`config.mk`:
```
export PLATFORM = sky130hd
export DESIGN_NAME = fft_frame_scheduler_flat
export DESIGN_NICKNAME = d
export VERILOG_FILES = /design/src/rtl/fft_frame_scheduler_if.sv /design/src/rtl/fft_frame_scheduler.sv /design/src/flat_wrapper.sv
export SDC_FILE = /design/constraint.sdc
export NUM_CORES = 1
export LEC_CHECK = 0
export CAP_MARGIN = 30
export CORE_ASPECT_RATIO = 1.5
export CORE_MARGIN = 4
export CORE_UTILIZATION = 31
export CTS_CLUSTER_SIZE = 20
export DETAILED_ROUTE_END_ITERATION = 16
export GPL_TIMING_DRIVEN = 0
export PLACE_DENSITY_LB_ADDON = 0.1
export RECOVER_POWER = 25
export SLEW_MARGIN = 20
export SYNTH_ARGS = -nofsm -noshare
export SYNTH_HDL_FRONTEND = slang
export SYNTH_SLANG_ARGS = --single-unit
```
`constraint.sdc`:
```
create_clock -name aclk -period 12.2 [get_ports aclk]
set_input_delay 3.05 -clock aclk [delete_from_list [all_inputs] [get_ports aclk]]
set_output_delay 3.05 -clock aclk [all_outputs]
set_load 0.05 [all_outputs]
```
`src/rtl/fft_frame_scheduler_if.sv`:
```
// Stream bundle between the filter output, the frame scheduler and the FFT core.
// The scheduler takes the master view; the filter/FFT environment takes the slave view.
interface fft_frame_scheduler_if #(
   parameter int AXIS_TDATA_WIDTH = 16
);
   logic [AXIS_TDATA_WIDTH-1:0] S_AXIS_filter_tdata;
   logic                        S_AXIS_filter_tvalid;
   logic [AXIS_TDATA_WIDTH-1:0] M_AXIS_fft_tdata;
   logic                        M_AXIS_fft_tvalid;
   logic                        M_AXIS_fft_tready;
   logic                        M_AXIS_fft_tlast;
   logic                        avg_first;
   logic                        avg_last;

   modport master (
      input  S_AXIS_filter_tdata, S_AXIS_filter_tvalid, M_AXIS_fft_tready,
      output M_AXIS_fft_tdata, M_AXIS_fft_tvalid, M_AXIS_fft_tlast, avg_first, avg_last
   );

   modport slave (
      output S_AXIS_filter_tdata, S_AXIS_filter_tvalid, M_AXIS_fft_tready,
      input  M_AXIS_fft_tdata, M_AXIS_fft_tvalid, M_AXIS_fft_tlast, avg_first, avg_last
   );
endinterface

```
`src/rtl/fft_frame_scheduler.sv`:
```
// Cuts the filter stream into FFT frames, forwards 1 of 2^LT frames and tags averaging groups.
// Define FFT_SCHED_DROP_CNT_EN to add the saturating drop_count output.
module fft_frame_scheduler #(
   parameter int AXIS_TDATA_WIDTH = 16,
   parameter int LOG_FRAME_LEN    = 8
) (
   input  logic                  aclk,
   input  logic                  aresetn,
   input  logic [31:0]           GPIO,
   fft_frame_scheduler_if.master bus,
   output logic                  busy,
`ifdef FFT_SCHED_DROP_CNT_EN
   output logic [31:0]           drop_count,
`endif
   output logic                  overflow
);

   typedef enum logic [1:0] {IDLE, PASS, SKIP} state_e;
   localparam logic [LOG_FRAME_LEN-1:0] SMP_LAST = '1;

   state_e                      state_q, state_d;
   logic [LOG_FRAME_LEN-1:0]    smp_cnt_q, smp_cnt_d;
   logic [31:0]                 thr_cnt_q, thr_cnt_d;
   logic [31:0]                 avg_cnt_q, avg_cnt_d;
   logic [4:0]                  la_q, la_d, lt_q, lt_d;
   logic                        corrupt_q, corrupt_d;
   logic                        overflow_q, overflow_d;
   logic                        en_q;
   logic [AXIS_TDATA_WIDTH-1:0] tdata_q, tdata_d;
   logic                        tvalid_q, tvalid_d;
   logic                        tlast_q, tlast_d;
   logic                        first_q, first_d;
   logic                        last_q, last_d;

   logic        en, rise, idle, beat, fwd, load, drop, boundary;
   logic [4:0]  la_eff, lt_eff;
   logic [31:0] la_mask, lt_mask, thr_next, avg_next;
   logic        gpio_unused;

   assign gpio_unused = ^GPIO[31:11];

   assign en   = GPIO[0];
   assign rise = en && !en_q;
   assign idle = (state_q == IDLE);

   // While idle the live GPIO fields govern the frame that is about to start.
   assign la_eff  = idle ? GPIO[5:1]  : la_q;
   assign lt_eff  = idle ? GPIO[10:6] : lt_q;
   assign la_mask = (32'd1 << la_eff) - 32'd1;
   assign lt_mask = (32'd1 << lt_eff) - 32'd1;

   assign beat     = bus.S_AXIS_filter_tvalid && (!idle || en);
   assign fwd      = beat && (state_q != SKIP);
   assign load     = fwd && (!tvalid_q || bus.M_AXIS_fft_tready);
   assign drop     = fwd && !load;
   assign boundary = beat && (smp_cnt_q == SMP_LAST);

   assign thr_next = (thr_cnt_q + 32'd1) & lt_mask;
   assign avg_next = (state_q != PASS)        ? avg_cnt_q :
                     (corrupt_q || drop)      ? 32'd0     :
                     (avg_cnt_q + 32'd1) & la_mask;

   always_comb begin
      // NOTE: every _d starts from its _q so no path through this block infers a latch.
      state_d    = state_q;
      smp_cnt_d  = smp_cnt_q;
      thr_cnt_d  = thr_cnt_q;
      avg_cnt_d  = avg_cnt_q;
      la_d       = la_q;
      lt_d       = lt_q;
      corrupt_d  = corrupt_q;
      overflow_d = overflow_q;
      tdata_d    = tdata_q;
      tvalid_d   = tvalid_q;
      tlast_d    = tlast_q;
      first_d    = first_q;
      last_d     = last_q;

      if (beat) smp_cnt_d = smp_cnt_q + LOG_FRAME_LEN'(1);

      if (drop)      overflow_d = 1'b1;
      else if (rise) overflow_d = 1'b0;

      if (load) begin
         tdata_d  = bus.S_AXIS_filter_tdata;
         tvalid_d = 1'b1;
         tlast_d  = (smp_cnt_q == SMP_LAST);
         first_d  = (avg_cnt_q == 32'd0);
         last_d   = (avg_cnt_q == la_mask) && !corrupt_q;
      end else if (bus.M_AXIS_fft_tready) begin
         tvalid_d = 1'b0;
      end

      case (state_q)
         IDLE: begin
            thr_cnt_d = '0;
            avg_cnt_d = '0;
            corrupt_d = drop;
            if (en) begin
               la_d = GPIO[5:1];
               lt_d = GPIO[10:6];
            end
            if (beat) state_d = PASS;
         end
         default: begin
            if (boundary) begin
               corrupt_d = 1'b0;
               if (!en) begin
                  state_d   = IDLE;
                  thr_cnt_d = '0;
                  avg_cnt_d = '0;
               end else begin
                  thr_cnt_d = thr_next;
                  avg_cnt_d = avg_next;
                  state_d   = (thr_next == 32'd0) ? PASS : SKIP;
                  // Config only changes where a group and a throttle period both start.
                  if (thr_next == 32'd0 && avg_next == 32'd0) begin
                     la_d = GPIO[5:1];
                     lt_d = GPIO[10:6];
                  end
               end
            end else if (drop) begin
               corrupt_d = 1'b1;
            end
         end
      endcase
   end

   // NOTE: non-blocking assignments here so every register samples pre-edge values.
   always_ff @(posedge aclk or negedge aresetn) begin
      if (!aresetn) begin
         state_q    <= IDLE;
         smp_cnt_q  <= '0;
         thr_cnt_q  <= '0;
         avg_cnt_q  <= '0;
         la_q       <= '0;
         lt_q       <= '0;
         corrupt_q  <= 1'b0;
         overflow_q <= 1'b0;
         en_q       <= 1'b0;
         tdata_q    <= '0;
         tvalid_q   <= 1'b0;
         tlast_q    <= 1'b0;
         first_q    <= 1'b0;
         last_q     <= 1'b0;
      end else begin
         state_q    <= state_d;
         smp_cnt_q  <= smp_cnt_d;
         thr_cnt_q  <= thr_cnt_d;
         avg_cnt_q  <= avg_cnt_d;
         la_q       <= la_d;
         lt_q       <= lt_d;
         corrupt_q  <= corrupt_d;
         overflow_q <= overflow_d;
         en_q       <= en;
         tdata_q    <= tdata_d;
         tvalid_q   <= tvalid_d;
         tlast_q    <= tlast_d;
         first_q    <= first_d;
         last_q     <= last_d;
      end
   end

`ifdef FFT_SCHED_DROP_CNT_EN
   logic [31:0] drop_cnt_q, drop_cnt_d;

   always_comb begin
      drop_cnt_d = rise ? 32'd0 : drop_cnt_q;
      if (drop && drop_cnt_d != 32'hFFFF_FFFF) drop_cnt_d = drop_cnt_d + 32'd1;
   end

   always_ff @(posedge aclk or negedge aresetn) begin
      if (!aresetn) drop_cnt_q <= '0;
      else          drop_cnt_q <= drop_cnt_d;
   end

   assign drop_count = drop_cnt_q;
`endif

   assign bus.M_AXIS_fft_tdata  = tdata_q;
   assign bus.M_AXIS_fft_tvalid = tvalid_q;
   assign bus.M_AXIS_fft_tlast  = tlast_q;
   assign bus.avg_first         = first_q;
   assign bus.avg_last          = last_q;
   assign busy                  = !idle;
   assign overflow              = overflow_q;

endmodule

```
`src/flat_wrapper.sv`:
```
// flat-port wrapper written by rule: the top's interface ports become plain ports
module fft_frame_scheduler_flat 
#(
   parameter int AXIS_TDATA_WIDTH = 16,
   parameter int LOG_FRAME_LEN    = 8
)
  (aclk, aresetn, GPIO, busy, overflow, bus_S_AXIS_filter_tdata, bus_S_AXIS_filter_tvalid, bus_M_AXIS_fft_tready, bus_M_AXIS_fft_tdata, bus_M_AXIS_fft_tvalid, bus_M_AXIS_fft_tlast, bus_avg_first, bus_avg_last);
  fft_frame_scheduler_if #(.AXIS_TDATA_WIDTH(AXIS_TDATA_WIDTH)) bus_i ();
  input  logic aclk;
  input  logic aresetn;
  input  logic [31:0] GPIO;
  output logic busy;
  output logic overflow;
  input wire logic [$bits(bus_i.S_AXIS_filter_tdata)-1:0] bus_S_AXIS_filter_tdata;
  input wire logic [$bits(bus_i.S_AXIS_filter_tvalid)-1:0] bus_S_AXIS_filter_tvalid;
  input wire logic [$bits(bus_i.M_AXIS_fft_tready)-1:0] bus_M_AXIS_fft_tready;
  output wire logic [$bits(bus_i.M_AXIS_fft_tdata)-1:0] bus_M_AXIS_fft_tdata;
  output wire logic [$bits(bus_i.M_AXIS_fft_tvalid)-1:0] bus_M_AXIS_fft_tvalid;
  output wire logic [$bits(bus_i.M_AXIS_fft_tlast)-1:0] bus_M_AXIS_fft_tlast;
  output wire logic [$bits(bus_i.avg_first)-1:0] bus_avg_first;
  output wire logic [$bits(bus_i.avg_last)-1:0] bus_avg_last;
  assign bus_i.S_AXIS_filter_tdata = bus_S_AXIS_filter_tdata;
  assign bus_i.S_AXIS_filter_tvalid = bus_S_AXIS_filter_tvalid;
  assign bus_i.M_AXIS_fft_tready = bus_M_AXIS_fft_tready;
  assign bus_M_AXIS_fft_tdata = bus_i.M_AXIS_fft_tdata;
  assign bus_M_AXIS_fft_tvalid = bus_i.M_AXIS_fft_tvalid;
  assign bus_M_AXIS_fft_tlast = bus_i.M_AXIS_fft_tlast;
  assign bus_avg_first = bus_i.avg_first;
  assign bus_avg_last = bus_i.avg_last;
  fft_frame_scheduler #(.AXIS_TDATA_WIDTH(AXIS_TDATA_WIDTH), .LOG_FRAME_LEN(LOG_FRAME_LEN)) u_core (.aclk(aclk), .aresetn(aresetn), .GPIO(GPIO), .bus(bus_i), .busy(busy), .overflow(overflow));
endmodule
```
=== Word-level counts from Yosys, hierarchy flattened ===
Index checks and enable logic that the tools add are counted.
Widths: inputs -> output; s select.

* Multipliers: 0
* Eq/ne operators: 7
* Reduce and logical (&&, ||, !) cells: 27
* Shifts and indexed selects: 2
* Div/mod/pow operators: 0
* Bitwise logic cells: 2
* $lt $le $gt $ge: 0
* Add/sub/neg operators: 5
* Mux-type cells: 32

{| class="wikitable"
|+ Operator list
! cell !! count
|-
| $mux 32 || 8
|-
| $logic_not 32->1 || 3
|-
| $add 32x1->32 const B || 2
|-
| $and 32x32->32 || 2
|-
| $shl 1x5->32 const A || 2
|-
| $sub 32x1->32 const B || 2
|-
| $mux 5 || 12
|-
| $eq 32x32->1 || 1
|-
| $mux 2 || 5
|-
| $add 8x1->8 const B || 1
|-
| $eq 8x8->1 const B || 1
|-
| $logic_and 1x1->1 || 8
|-
| $ne 2x2->1 const B || 4
|-
| $reduce_bool 2->1 || 4
|-
| $mux 1 || 7
|-
| $logic_not 1->1 || 5
|-
| $reduce_and 4->1 || 1
|-
| $logic_or 1x1->1 || 3
|-
| $reduce_bool 3->1 || 1
|-
| $logic_not 2->1 || 1
|-
| $ne 2x1->1 const B || 1
|-
| $reduce_and 2->1 || 1
|}

* Memory bits (read-only): 0
* Bits in writable memories: 0
* Bits of input ports: 52
* Memories kept: 0
* Output and inout bits: 22
* Word-level logic and storage cells: 89
* Latch bits: 0
* Register bits: 107

=== Logic depth before layout (Yosys ltp) ===
Gate-level depths: netlist (run 1).

* Depth after elaboration: 17
* Depth in mapped cells: 18
* Gate-level depth less buffers: 16

=== Worst setup path after synthesis (run 1) ===
Ideal clock, no wire load.

* Path kind: input port to flip-flop
* Start point: input port GPIO[1]
* End point: register u_core.la_q[2]
* Setup time: 0.125 ns
* Setup slack: 5.716 ns
* Data required time: 12.075 ns
* Stages on the path: 15
* Buffers on the path: 2
* Arrival: 6.358 ns
* Cells stage by stage: buf_2 > nor4b_2 > a31oi_4 > or3_1 > ha_1 > buf_4 > o21ai_2 > a211oi_4 > o311ai_2 > o221ai_1 > a2111oi_2 > nand4_1 > nor4_4 > a22oi_4 > mux2_4

* Word-level cells in the longest chain between the ends: 10

{| class="wikitable"
|+ RTL lines
! item !! line !! source
|-
| start: declaration || flat_wrapper.sv:11 || <nowiki>input logic [31:0] GPIO;</nowiki>
|-
| $mux 5 || fft_frame_scheduler.sv:47 || <nowiki>assign la_eff = idle ? GPIO[5:1] : la_q;</nowiki>
|-
| $shl 1x5->32 || fft_frame_scheduler.sv:49 || <nowiki>assign la_mask = (32'd1 << la_eff) - 32'd1;</nowiki>
|-
| $sub 32x1->32 || fft_frame_scheduler.sv:49 ||
|-
| $and 32x32->32 || fft_frame_scheduler.sv:61 || <nowiki>(avg_cnt_q + 32'd1) & la_mask;</nowiki>
|-
| $mux 32 || fft_frame_scheduler.sv:60 || <nowiki>(corrupt_q || drop) ? 32'd0 :</nowiki>
|-
| $mux 32 || fft_frame_scheduler.sv:59 || <nowiki>assign avg_next = (state_q != PASS) ? avg_cnt_q :</nowiki>
|-
| $logic_not 32->1 || fft_frame_scheduler.sv:117 || <nowiki>if (thr_next == 32'd0 && avg_next == 32'd0) begin</nowiki>
|-
| $logic_and 1x1->1 || fft_frame_scheduler.sv:117 ||
|-
| $reduce_bool 2->1 (no line) || n/a ||
|-
| $reduce_and 4->1 (no line) || n/a ||
|-
| end signal: assignment || fft_frame_scheduler.sv:151 || <nowiki>la_q <= la_d;</nowiki>
|-
| end: declaration || fft_frame_scheduler.sv:25 || <nowiki>logic [4:0] la_q, la_d, lt_q, lt_d;</nowiki>
|}

Every way passes these cells.
A chain may end at the register's enable or synchronous reset.

=== Worst setup path after layout (run 1) ===
* Start point: input port GPIO[3]
* End point: register u_core.la_q[1]

The elaborated chain is that of the path after synthesis.

==> impl_metrics.json, run 1 <==
{
  "run_status": "complete, but fails checks",
  "violations": "capacitance limit, slew limit",
  "dominantRegCellSynth": "sky130_fd_sc_hd__dfrtp_1",
  "rrSetupSlack_ns": 6.77,
  "drt_iter0_markers": 667,
  "clk_pin_slew_ns": 0.08,
  "clock_tree.htree_level_count": 3,
  "critical_path_arrival_ns": 7.98,
  "cts-root-to-sink-buffers": 2,
  "syn_inst": 1090,
  "dr_total_vias": 9188,
  "hold_path_sink": "u_core.smp_cnt_q[6]",
  "core_area_um2": 29700,
  "worst_skew_pair.late_latency_ns": 0.39,
  "postRouteAntennaNets": 0,
  "finClkSkew_ns": 0.0142,
  "edff_count_synth": 0,
  "worstSetupEndpointType": "flip-flop",
  "slew_headroom": -1.09,
  "rows": 77,
  "crit_chain": "clkdlybuf4s50_1 -> clkbuf_1 -> nor4_1 -> a31oi_1 -> nor2_1 -> nand2_1 -> ha_1 -> buf_4 -> o21ai_2 -> a211oi_4 -> a31o_2 -> a21oi_1 -> a221oi_1 -> or3b_1 -> nor4_4 -> a22oi_4 -> mux2_4",
  "drv.max_cap_violation_count": 2,
  "rsz_0062_raised_after_global_routing": "no",
  "io_pins": 74,
  "syn_avg_cell_area_um2": 8.58,
  "synth.net_count": 1149,
  "place.gp.congestion": 0.966,
  "initial_core_util": 0.315,
  "detail_route.wl_per_cell_um": 24.3,
  "layout.cells.most_common_list": "sky130_fd_sc_hd__nand2_1, sky130_fd_sc_hd__dfrtp_1, sky130_fd_sc_hd__nor2_1",
  "fin_util": 0.360,
  "crit_slowest_cell": "sky130_fd_sc_hd__clkdlybuf4s50_1",
  "worstRegToRegCells": 18,
  "synth_area_um2": 9350,
  "tightestPinTransition_ns": 3.14,
  "hold_viol_final": 0,
  "final.setup.tns_ns": 0,
  "ctsResizeCount": 0,
  "cp_slowest_stage_delay_ns": 0.59,
  "pre_repair_dr_iteration_count": 5,
  "setup_violations": 0,
  "viasPerCell": 5.91,
  "r2r-start": "u_core.state_q[0]",
  "final_common_cell": "sky130_fd_sc_hd__nand2_1",
  "startpoint_type": "input port",
  "seq_cells_post_synth": 106,
  "floorplan.die.width_um": 150,
  "tritoncts_num_sinks": 106,
  "minimum_clock_period_after_layout_ns": 7.71,
  "vdd_ir_drop_max_mv": 0.0806,
  "wirelength_mm": 37.7,
  "min_path_type": "reg -> reg",
  "clock_tree_from_tritoncts": "built",
  "cts.root.buffer_cell": "sky130_fd_sc_hd__clkbuf_16",
  "area_delta_synth_final_pct": 14.1,
  "final_net_count": 1213,
  "wl_met2_mm": 19.5,
  "tritoncts.num_buffers": 9,
  "grt.overflow.total": 0,
  "chipHeight_um": 221,
  "number_of_antenna_violations_at_the_first_check_in_global_routing": 0,
  "fmax_mhz": 130,
  "first_global_vias": 9036,
  "drt-met1-wl_mm": 14.3,
  "grt_pass1_wl_mm": 57.1,
  "cts-hold-fix-buffers": 0,
  "final_layout_size_suffix_gt1_frac": 0.137,
  "crit-reg2reg-capture": "u_core.state_q[0]",
  "maxUsedRoutingLayer": "met4",
  "hold_path_startpoint": "u_core.smp_cnt_q[6]",
  "unique_cell_type_count_in_the_yosys_netlist": 108,
  "period_share": 0.632,
  "num_antenna_cells": 0,
  "critical_path_class": "in -> reg",
  "numPortBuffers": 50,
  "slew_violations": 109,
  "grt_start_max_net_pins": 55,
  "total_routing_resource_utilization_after_global_routing": 0.229,
  "required_ns": 12.47,
  "drt_drc": 0,
  "hold_path_cell_cnt": 1,
  "pwr_density_nw_per_um2": 168,
  "yosys_warnings": 0,
  "power_leakage_nw": 3.98,
  "dp.final_hpwl_mm": 29.2,
  "ys_seq_area_frac": 0.284,
  "die_area_um2": 33100,
  "cts_setup_buffers": 0,
  "async_flop_share": 1.00,
  "crit_path_max_fanout": 10,
  "met3RoutedLength_mm": 1.30
}
-- where the power goes --
part | internal [W] | switching, W
logic | 0.000344 | 0.000706
clock network | 0.000165 | 0.000163
registers | 0.000388 | 0.0000326
total | 0.000896 | 0.000901
-- flip-flops by register name, summed over array words and instances, names as in the netlist --
| signal | count |
|---|---|
| u_core.avg_cnt_q | 32 |
| u_core.la_q | 5 |
| u_core.bus.M_AXIS_fft_tdata | 16 |
| u_core.overflow | 1 |
| u_core.thr_cnt_q | 31 |
| u_core.corrupt_q | 1 |
| u_core.lt_q | 5 |
| u_core.bus.avg_last | 1 |
| u_core.en_q | 1 |
| u_core.bus.avg_first | 1 |
| u_core.bus.M_AXIS_fft_tvalid | 1 |
| u_core.smp_cnt_q | 8 |
| u_core.state_q | 2 |
| u_core.bus.M_AXIS_fft_tlast | 1 |
-- cell type report --
class                           instances  area, um^2
Clock buffer                           10         229
Fill cell                            3212       19000
Multi-Input combinational cell        883        6180
Sequential cell                       106        2650
Buffer                                 80         450
Tap cell                              395         494
Timing Repair Buffer                   53         508
Inverter                               21        78.8
Clock inverter                          6        83.8
-- per-stage QoR --
step                      total power (W)  instances  hold slack, ns  cell area [um^2]  setup slack (ns)
after floorplan                   0.00113       1090           0.439              9350              5.72
final                             0.00180       1554           0.468             10700              4.49
after detailed placement          0.00146       1538           0.458             10400              4.05
after CTS                         0.00180       1554           0.473             10700              4.44
after global routing              0.00189       1554           0.474             10700              3.34
after global placement            0.00146       1535           0.457             10300              3.36
-- worst max-delay path, delay by kind of cell --
| kind | cells | cell delay [ns] |
|---|---|---|
| fa+ha+maj | 1 | 0.19 |
| simple gates | 5 | 1.38 |
| mux | 1 | 0.35 |
| compound gates | 7 | 1.83 |
| buf+inv | 3 | 1.16 |
-- worst max path at each step --
stage / start / to
floorplan: GPIO[1] / u_core.la_q[2]
global placement: aresetn / u_core.smp_cnt_q[4]
detailed placement: GPIO[2] / u_core.lt_q[1]
CTS: GPIO[2] / u_core.la_q[1]
global route: aresetn / u_core.thr_cnt_q[15]
finish: GPIO[3] / u_core.la_q[1]
-- synthesized netlist by cell type (14+ instances only) --
cell type | n | area, um^2
sky130_fd_sc_hd__nand2_1 | 110 | 413
sky130_fd_sc_hd__xor2_1 | 30 | 263
sky130_fd_sc_hd__o31ai_1 | 14 | 105
sky130_fd_sc_hd__nor3_1 | 27 | 135
sky130_fd_sc_hd__nor2_1 | 74 | 278
sky130_fd_sc_hd__inv_1 | 20 | 75.1
sky130_fd_sc_hd__nand3_1 | 45 | 225
sky130_fd_sc_hd__clkbuf_1 | 38 | 143
sky130_fd_sc_hd__a31oi_1 | 19 | 119
sky130_fd_sc_hd__mux2_2 | 23 | 259
sky130_fd_sc_hd__buf_2 | 17 | 85.1
sky130_fd_sc_hd__xnor2_1 | 53 | 464
sky130_fd_sc_hd__nand4_1 | 39 | 244
sky130_fd_sc_hd__and2_1 | 17 | 106
sky130_fd_sc_hd__a22o_1 | 28 | 245
sky130_fd_sc_hd__o21ai_0 | 65 | 325
sky130_fd_sc_hd__and3_1 | 14 | 87.6
sky130_fd_sc_hd__a21oi_1 | 36 | 180
sky130_fd_sc_hd__nor4_1 | 21 | 131
sky130_fd_sc_hd__nand2b_1 | 14 | 87.6
sky130_fd_sc_hd__dfrtp_1 | 106 | 2650
-- logic make-up after synthesis --
| family | Yosys count | share of synthesized area |
|---|---|---|
| AO/OA/AOI/OAI | 310 | 0.256 |
| XOR/XNOR | 83 | 0.0777 |
| adder cells (fa/ha/maj) | 7 | 0.00936 |
| buffers and inverters | 101 | 0.0566 |
| flip-flops | 106 | 0.284 |
| multiplexers | 43 | 0.0566 |
| AND/OR/NAND/NOR | 440 | 0.261 |
-- layer usage --
layer  track usage  vias up
li1              -     4260
met1         0.253     4516
met2         0.408      297
met3        0.0291      115
met4         0.153        0
met5             0        -
Power figures use the tool's default switching activity.
==> inputs of run 2 (changes only) <==
Clock period 12.2 ns to 6.9 ns, I/O delays scaled along.
==> run 2 against run 1 <==
  * The flow still finishes with violations (capacitance limit, slew limit)
  * Clock power rose by 77%
  * Utilization barely moved
  * Total power rose by 77%
  * Via count fell by 0.28%
  * Global-route usage did not move
  * Final cell count did not move
  * Critical path type unchanged
  * Largest power group unchanged
  * Highest routed layer unchanged
==> impl_metrics.json, run 2 (synthesized netlist as in run 1, its figures left out) <==
{
  "max_flop_register": "u_core.avg_cnt_q",
  "tritoncts_num_sinks": 106,
  "crit_path_max_fanout": 10,
  "post-route-cell-area_um2": 10700,
  "setup_violations": 0,
  "slew_headroom": -0.979,
  "period_share": 0.922,
  "final_net_count": 1213,
  "dr_total_vias": 9162,
  "grtUsageMet2": 0.408,
  "layout.cells.most_common_list": "sky130_fd_sc_hd__nand2_1, sky130_fd_sc_hd__dfrtp_1, sky130_fd_sc_hd__nor2_1",
  "clock_tree_from_tritoncts": "built",
  "critical_path_arrival_ns": 6.63,
  "use_met1": 0.253,
  "chipHeight_um": 221,
  "finalWorstSetupSlack_ns": 0.541,
  "largest_register_ffs": 32,
  "worstSetupEndpointType": "flip-flop",
  "final_common_cell": "sky130_fd_sc_hd__nand2_1",
  "die_area_um2": 33100,
  "number_of_antenna_violations_at_the_first_check_in_global_routing": 0,
  "pre_repair_dr_iteration_count": 6,
  "initial_core_util": 0.315,
  "num_antenna_cells": 0,
  "floorplan.die.width_um": 150,
  "cts_setup_buffers": 0,
  "finClkSkew_ns": 0.0142,
  "slew_violations": 55,
  "detail_route.wl_per_cell_um": 24.3,
  "area_delta_synth_final_pct": 14.1,
  "clk_pin_slew_ns": 0.08,
  "fmax_mhz": 157,
  "place.gp.congestion": 0.966,
  "violations": "capacitance limit, slew limit",
  "critical_path_class": "in -> reg",
  "numPortBuffers": 50,
  "grt_pass1_wl_mm": 57.1,
  "cts-hold-fix-buffers": 0,
  "groute.layer.met3.usage": 0.0291,
  "rsz_0062_raised_after_global_routing": "no",
  "clock_tree.htree_level_count": 3,
  "drt_drc": 0,
  "worst_skew_pair.late_latency_ns": 0.39,
  "viasPerCell": 5.90,
  "rows": 77,
  "tritoncts.num_buffers": 9,
  "final_layout_size_suffix_gt1_frac": 0.138,
  "minimum_clock_period_after_layout_ns": 6.36,
  "wirelength_mm": 37.7,
  "worst_setup_timing_slack_at_the_placement_stage_ns": 0.0723,
  "grt.overflow.total": 0,
  "drv.max_cap_violation_count": 1,
  "tightestPinTransition_ns": 2.97,
  "power_leakage_nw": 3.99,
  "min_path_type": "reg -> reg",
  "pwr_density_nw_per_um2": 298,
  "first_global_vias": 9036,
  "core_area_um2": 29700,
  "cts-root-to-sink-buffers": 2,
  "total_routing_resource_utilization_after_global_routing": 0.229,
  "io_pins": 74,
  "ctsResizeCount": 0,
  "grt_start_max_net_pins": 55,
  "drt_iter0_markers": 667,
  "final.setup.tns_ns": 0,
  "dpl_cell_area_um2": 10400,
  "startpoint_type": "input port",
  "dp.final_hpwl_mm": 29.2,
  "vdd_ir_drop_max_mv": 0.143,
  "postRouteAntennaNets": 0,
  "run_status": "complete, but fails checks",
  "rrSetupSlack_ns": 1.47,
  "cts.root.buffer_cell": "sky130_fd_sc_hd__clkbuf_16",
  "required_ns": 7.17,
  "hold_viol_final": 0,
  "global_route.peak_usage_layer": "met2"
}
[run 2: cell counts in the layout (fill, tap and decap cells not counted)]
No cell type changed its count.
[run 2: critical path: stages]
cell and delay [ns]:
sky130_fd_sc_hd__clkdlybuf4s50_1 0.58, sky130_fd_sc_hd__clkbuf_1 0.41, sky130_fd_sc_hd__nor4_1 0.08, sky130_fd_sc_hd__a31oi_1 0.34, sky130_fd_sc_hd__nor2_1 0.17, sky130_fd_sc_hd__nand2_1 0.23
sky130_fd_sc_hd__ha_1 0.19, sky130_fd_sc_hd__buf_4 0.15, sky130_fd_sc_hd__o21ai_2 0.11, sky130_fd_sc_hd__a211oi_4 0.41, sky130_fd_sc_hd__a31o_2 0.27, sky130_fd_sc_hd__a21oi_1 0.07
sky130_fd_sc_hd__a221oi_1 0.37, sky130_fd_sc_hd__or3b_1 0.51, sky130_fd_sc_hd__nor4_4 0.39, sky130_fd_sc_hd__a22oi_4 0.24, sky130_fd_sc_hd__mux2_4 0.35
[run 2: path summary, 6_finish.rpt]
kind	startpoint	end	cells past startpoint
min in group asynchronous	aresetn	u_core.avg_cnt_q[15]	1
min reg2reg	u_core.smp_cnt_q[6]	u_core.smp_cnt_q[6]	1
max in group asynchronous	aresetn	u_core.thr_cnt_q[17]	2
max	GPIO[3]	u_core.la_q[1]	17
max reg2reg	u_core.state_q[0]	u_core.state_q[0]	18
min	u_core.smp_cnt_q[6]	u_core.smp_cnt_q[6]	1
[run 2: routing by layer]
metal / routed length [um] / part of all wire
met2: 19400 / 0.52
met1: 14300 / 0.38
met5: 0 / 0
met3: 1320 / 0.035
met4: 2680 / 0.071
[run 2: power breakdown]
group	internal (W)	leakage, nW	switching [W]
sequential	0.000685	1.39	0.0000577
combinational	0.000608	2.44	0.00125
clock	0.000291	0.152	0.000288
total	0.00158	3.99	0.00159
[run 2: layout make-up]
type                            count  area [um^2]
Fill cell                        3211        19000
Multi-Input combinational cell    883         6180
Sequential cell                   106         2650
Timing Repair Buffer               53          509
Tap cell                          395          494
Buffer                             80          450
Clock buffer                       10          229
Clock inverter                      6         83.8
Inverter                           21         78.8
[run 2: metrics by stage]
step / instances / power, W / util / hold slack [ns]
finish: 1554 / 0.00318 / 0.360 / 0.468
global placement: 1535 / 0.00259 / 0.349 / 0.457
detailed placement: 1538 / 0.00258 / 0.350 / 0.458
CTS: 1554 / 0.00318 / 0.361 / 0.473
global route: 1554 / 0.00335 / 0.360 / 0.474
floorplan: 1090 / 0.00200 / - / 0.439
==> inputs of run 3 (changes only) <==
Settings changed: CAP_MARGIN 30 to unset.
==> run 3 against run 2 <==
  * The run still ends with capacitance limit, slew limit left
  * Design area up 0.20%
  * Global-route usage fell by 0.10 points
  * Total power rose by 0.19%
  * Critical endpoint is now u_core.la_q[2]
  * Largest power group unchanged
==> impl_metrics.json, run 3 (synthesized netlist as in run 1, its figures left out) <==
{
  "ctsResizeCount": 0,
  "hold_viol_final": 0,
  "total_routing_resource_utilization_after_global_routing": 0.228,
  "fin_total_pwr_w": 0.00318,
  "setup_violations": 0,
  "final_common_cell": "sky130_fd_sc_hd__nand2_1",
  "use_met1": 0.248,
  "rows": 77,
  "run_status": "complete, but fails checks",
  "pre_repair_dr_iteration_count": 6,
  "global_route.peak_usage_layer": "met2",
  "largest_register_ffs": 32,
  "numPortBuffers": 50,
  "cts.root.buffer_cell": "sky130_fd_sc_hd__clkbuf_16",
  "tritoncts_num_sinks": 106,
  "grt.overflow.total": 0,
  "area_delta_synth_final_pct": 14.4,
  "first_global_vias": 8987,
  "grt_pass1_wl_mm": 56.7,
  "required_ns": 7.17,
  "clock_tree_from_tritoncts": "built",
  "dr_total_vias": 9128,
  "critical_path_arrival_ns": 6.71,
  "groute.layer.met3.usage": 0.0301,
  "cts-root-to-sink-buffers": 2,
  "drt_drc": 0,
  "critical_path_class": "in -> reg",
  "tightestPinTransition_ns": 3.07,
  "violations": "capacitance limit, slew limit",
  "grtUsageMet2": 0.401,
  "vdd_ir_drop_max_mv": 0.138,
  "tritoncts.num_buffers": 9,
  "detail_route.wl_per_cell_um": 24.2,
  "cts_setup_buffers": 0,
  "pwr_density_nw_per_um2": 298,
  "core_area_um2": 29700,
  "drt_iter0_markers": 669,
  "chipHeight_um": 221,
  "worstSetupEndpointType": "flip-flop",
  "finClkSkew_ns": 0.0152,
  "seq_area_um2": 2650,
  "num_antenna_cells": 0,
  "dp.final_hpwl_mm": 29.2,
  "filler_cell_count": 3224,
  "drv.max_cap_violation_count": 1,
  "crit_path_max_fanout": 10,
  "place.gp.congestion": 0.966,
  "fin_util": 0.360,
  "number_of_antenna_violations_at_the_first_check_in_global_routing": 0,
  "final_net_count": 1211,
  "cts-hold-fix-buffers": 0,
  "viasPerCell": 5.88,
  "startpoint_type": "input port",
  "power_leakage_nw": 3.99,
  "min_path_type": "reg -> reg",
  "clock_tree.htree_level_count": 3,
  "grt_start_max_net_pins": 55,
  "fmax_mhz": 155,
  "minimum_clock_period_after_layout_ns": 6.44,
  "period_share": 0.934,
  "multi_input_combinational_cell_area_um2": 6180,
  "floorplan.die.width_um": 150,
  "postRouteAntennaNets": 0,
  "final_layout_size_suffix_gt1_frac": 0.137,
  "layout.cells.most_common_list": "sky130_fd_sc_hd__nand2_1, sky130_fd_sc_hd__dfrtp_1, sky130_fd_sc_hd__nor2_1",
  "max_flop_register": "u_core.avg_cnt_q",
  "io_pins": 74,
  "slew_headroom": -1.05,
  "clk_pin_slew_ns": 0.08,
  "slew_violations": 54,
  "die_area_um2": 33100,
  "rsz_0062_raised_after_global_routing": "no",
  "wirelength_mm": 37.5,
  "initial_core_util": 0.315,
  "worst_skew_pair.late_latency_ns": 0.39
}
[run 3: changes by cell type in the layout (fill, tap and decap cells not counted)]
cell | previous run | this run
sky130_fd_sc_hd__buf_2 | 19 | 17
sky130_fd_sc_hd__buf_16 | 0 | 1
sky130_fd_sc_hd__clkbuf_1 | 40 | 39
sky130_fd_sc_hd__clkbuf_2 | 5 | 4
sky130_fd_sc_hd__clkbuf_8 | 0 | 1
sky130_fd_sc_hd__clkinv_4 | 2 | 1
sky130_fd_sc_hd__clkinvlp_4 | 0 | 1
[run 3: cell type report]
| type | count | area share |
|---|---|---|
| Buffer | 80 | 0.0421 |
| Multi-Input combinational cell | 883 | 0.577 |
| Inverter | 21 | 0.00737 |
| Clock inverter | 6 | 0.00772 |
| Timing Repair Buffer | 51 | 0.0488 |
| Clock buffer | 10 | 0.0223 |
| Tap cell | 395 | 0.0462 |
| Sequential cell | 106 | 0.248 |
[run 3: path summary, 6_finish.rpt]
kind,from,end,slack [ns],cells after the start
setup / recovery,GPIO[3],u_core.la_q[2],0.46,17
hold / removal,u_core.smp_cnt_q[6],u_core.smp_cnt_q[6],0.47,1
setup reg to reg,u_core.state_q[0],u_core.state_q[0],1.48,18
hold reg to reg,u_core.smp_cnt_q[6],u_core.smp_cnt_q[6],0.47,1
max in group asynchronous,aresetn,u_core.avg_cnt_q[1],2.80,1
min in group asynchronous,aresetn,u_core.avg_cnt_q[17],2.34,1
[run 3: layer usage]
layer | share of wire | vias to the layer above
li1 | - | 4248
met3 | 0.034 | 138
met4 | 0.085 | 0
met5 | 0 | -
met2 | 0.51 | 286
met1 | 0.37 | 4456
[run 3: power by group]
group | switching, W | internal, W | total (W)
registers | 0.0000572 | 0.000685 | 0.000742
logic | 0.00125 | 0.000610 | 0.00186
clock network | 0.000286 | 0.000300 | 0.000586
total | 0.00159 | 0.00159 | 0.00318
[run 3: worst max-delay path: stages]
cell                              delay [ns]
sky130_fd_sc_hd__clkdlybuf4s50_1        0.53
sky130_fd_sc_hd__clkbuf_1               0.30
sky130_fd_sc_hd__nor4_1                 0.22
sky130_fd_sc_hd__a31oi_1                0.13
sky130_fd_sc_hd__nor2_1                 0.29
sky130_fd_sc_hd__nand2_1                0.23
sky130_fd_sc_hd__ha_1                   0.43
sky130_fd_sc_hd__nor2b_1                0.09
sky130_fd_sc_hd__o21ai_0                0.14
sky130_fd_sc_hd__nand3_1                0.09
sky130_fd_sc_hd__a311oi_1               0.53
sky130_fd_sc_hd__o221ai_1               0.31
sky130_fd_sc_hd__a2111oi_2              0.50
sky130_fd_sc_hd__nand4_1                0.20
sky130_fd_sc_hd__nor4_4                 0.40
sky130_fd_sc_hd__a22oi_4                0.23
sky130_fd_sc_hd__mux2_4                 0.35
[run 3: metrics by stage]
stage               cells  hold slack (ns)  TNS (ns)  setup WS (ns)  area (um^2)
floorplan            1090            0.439         0           1.74         9350
global placement     1535            0.457    -64.00         -0.613        10300
detailed placement   1536            0.458         0         0.0480        10400
CTS                  1552            0.473         0          0.442        10700
global route         1552            0.474         0          0.210        10700
finish               1552            0.468         0          0.455        10700
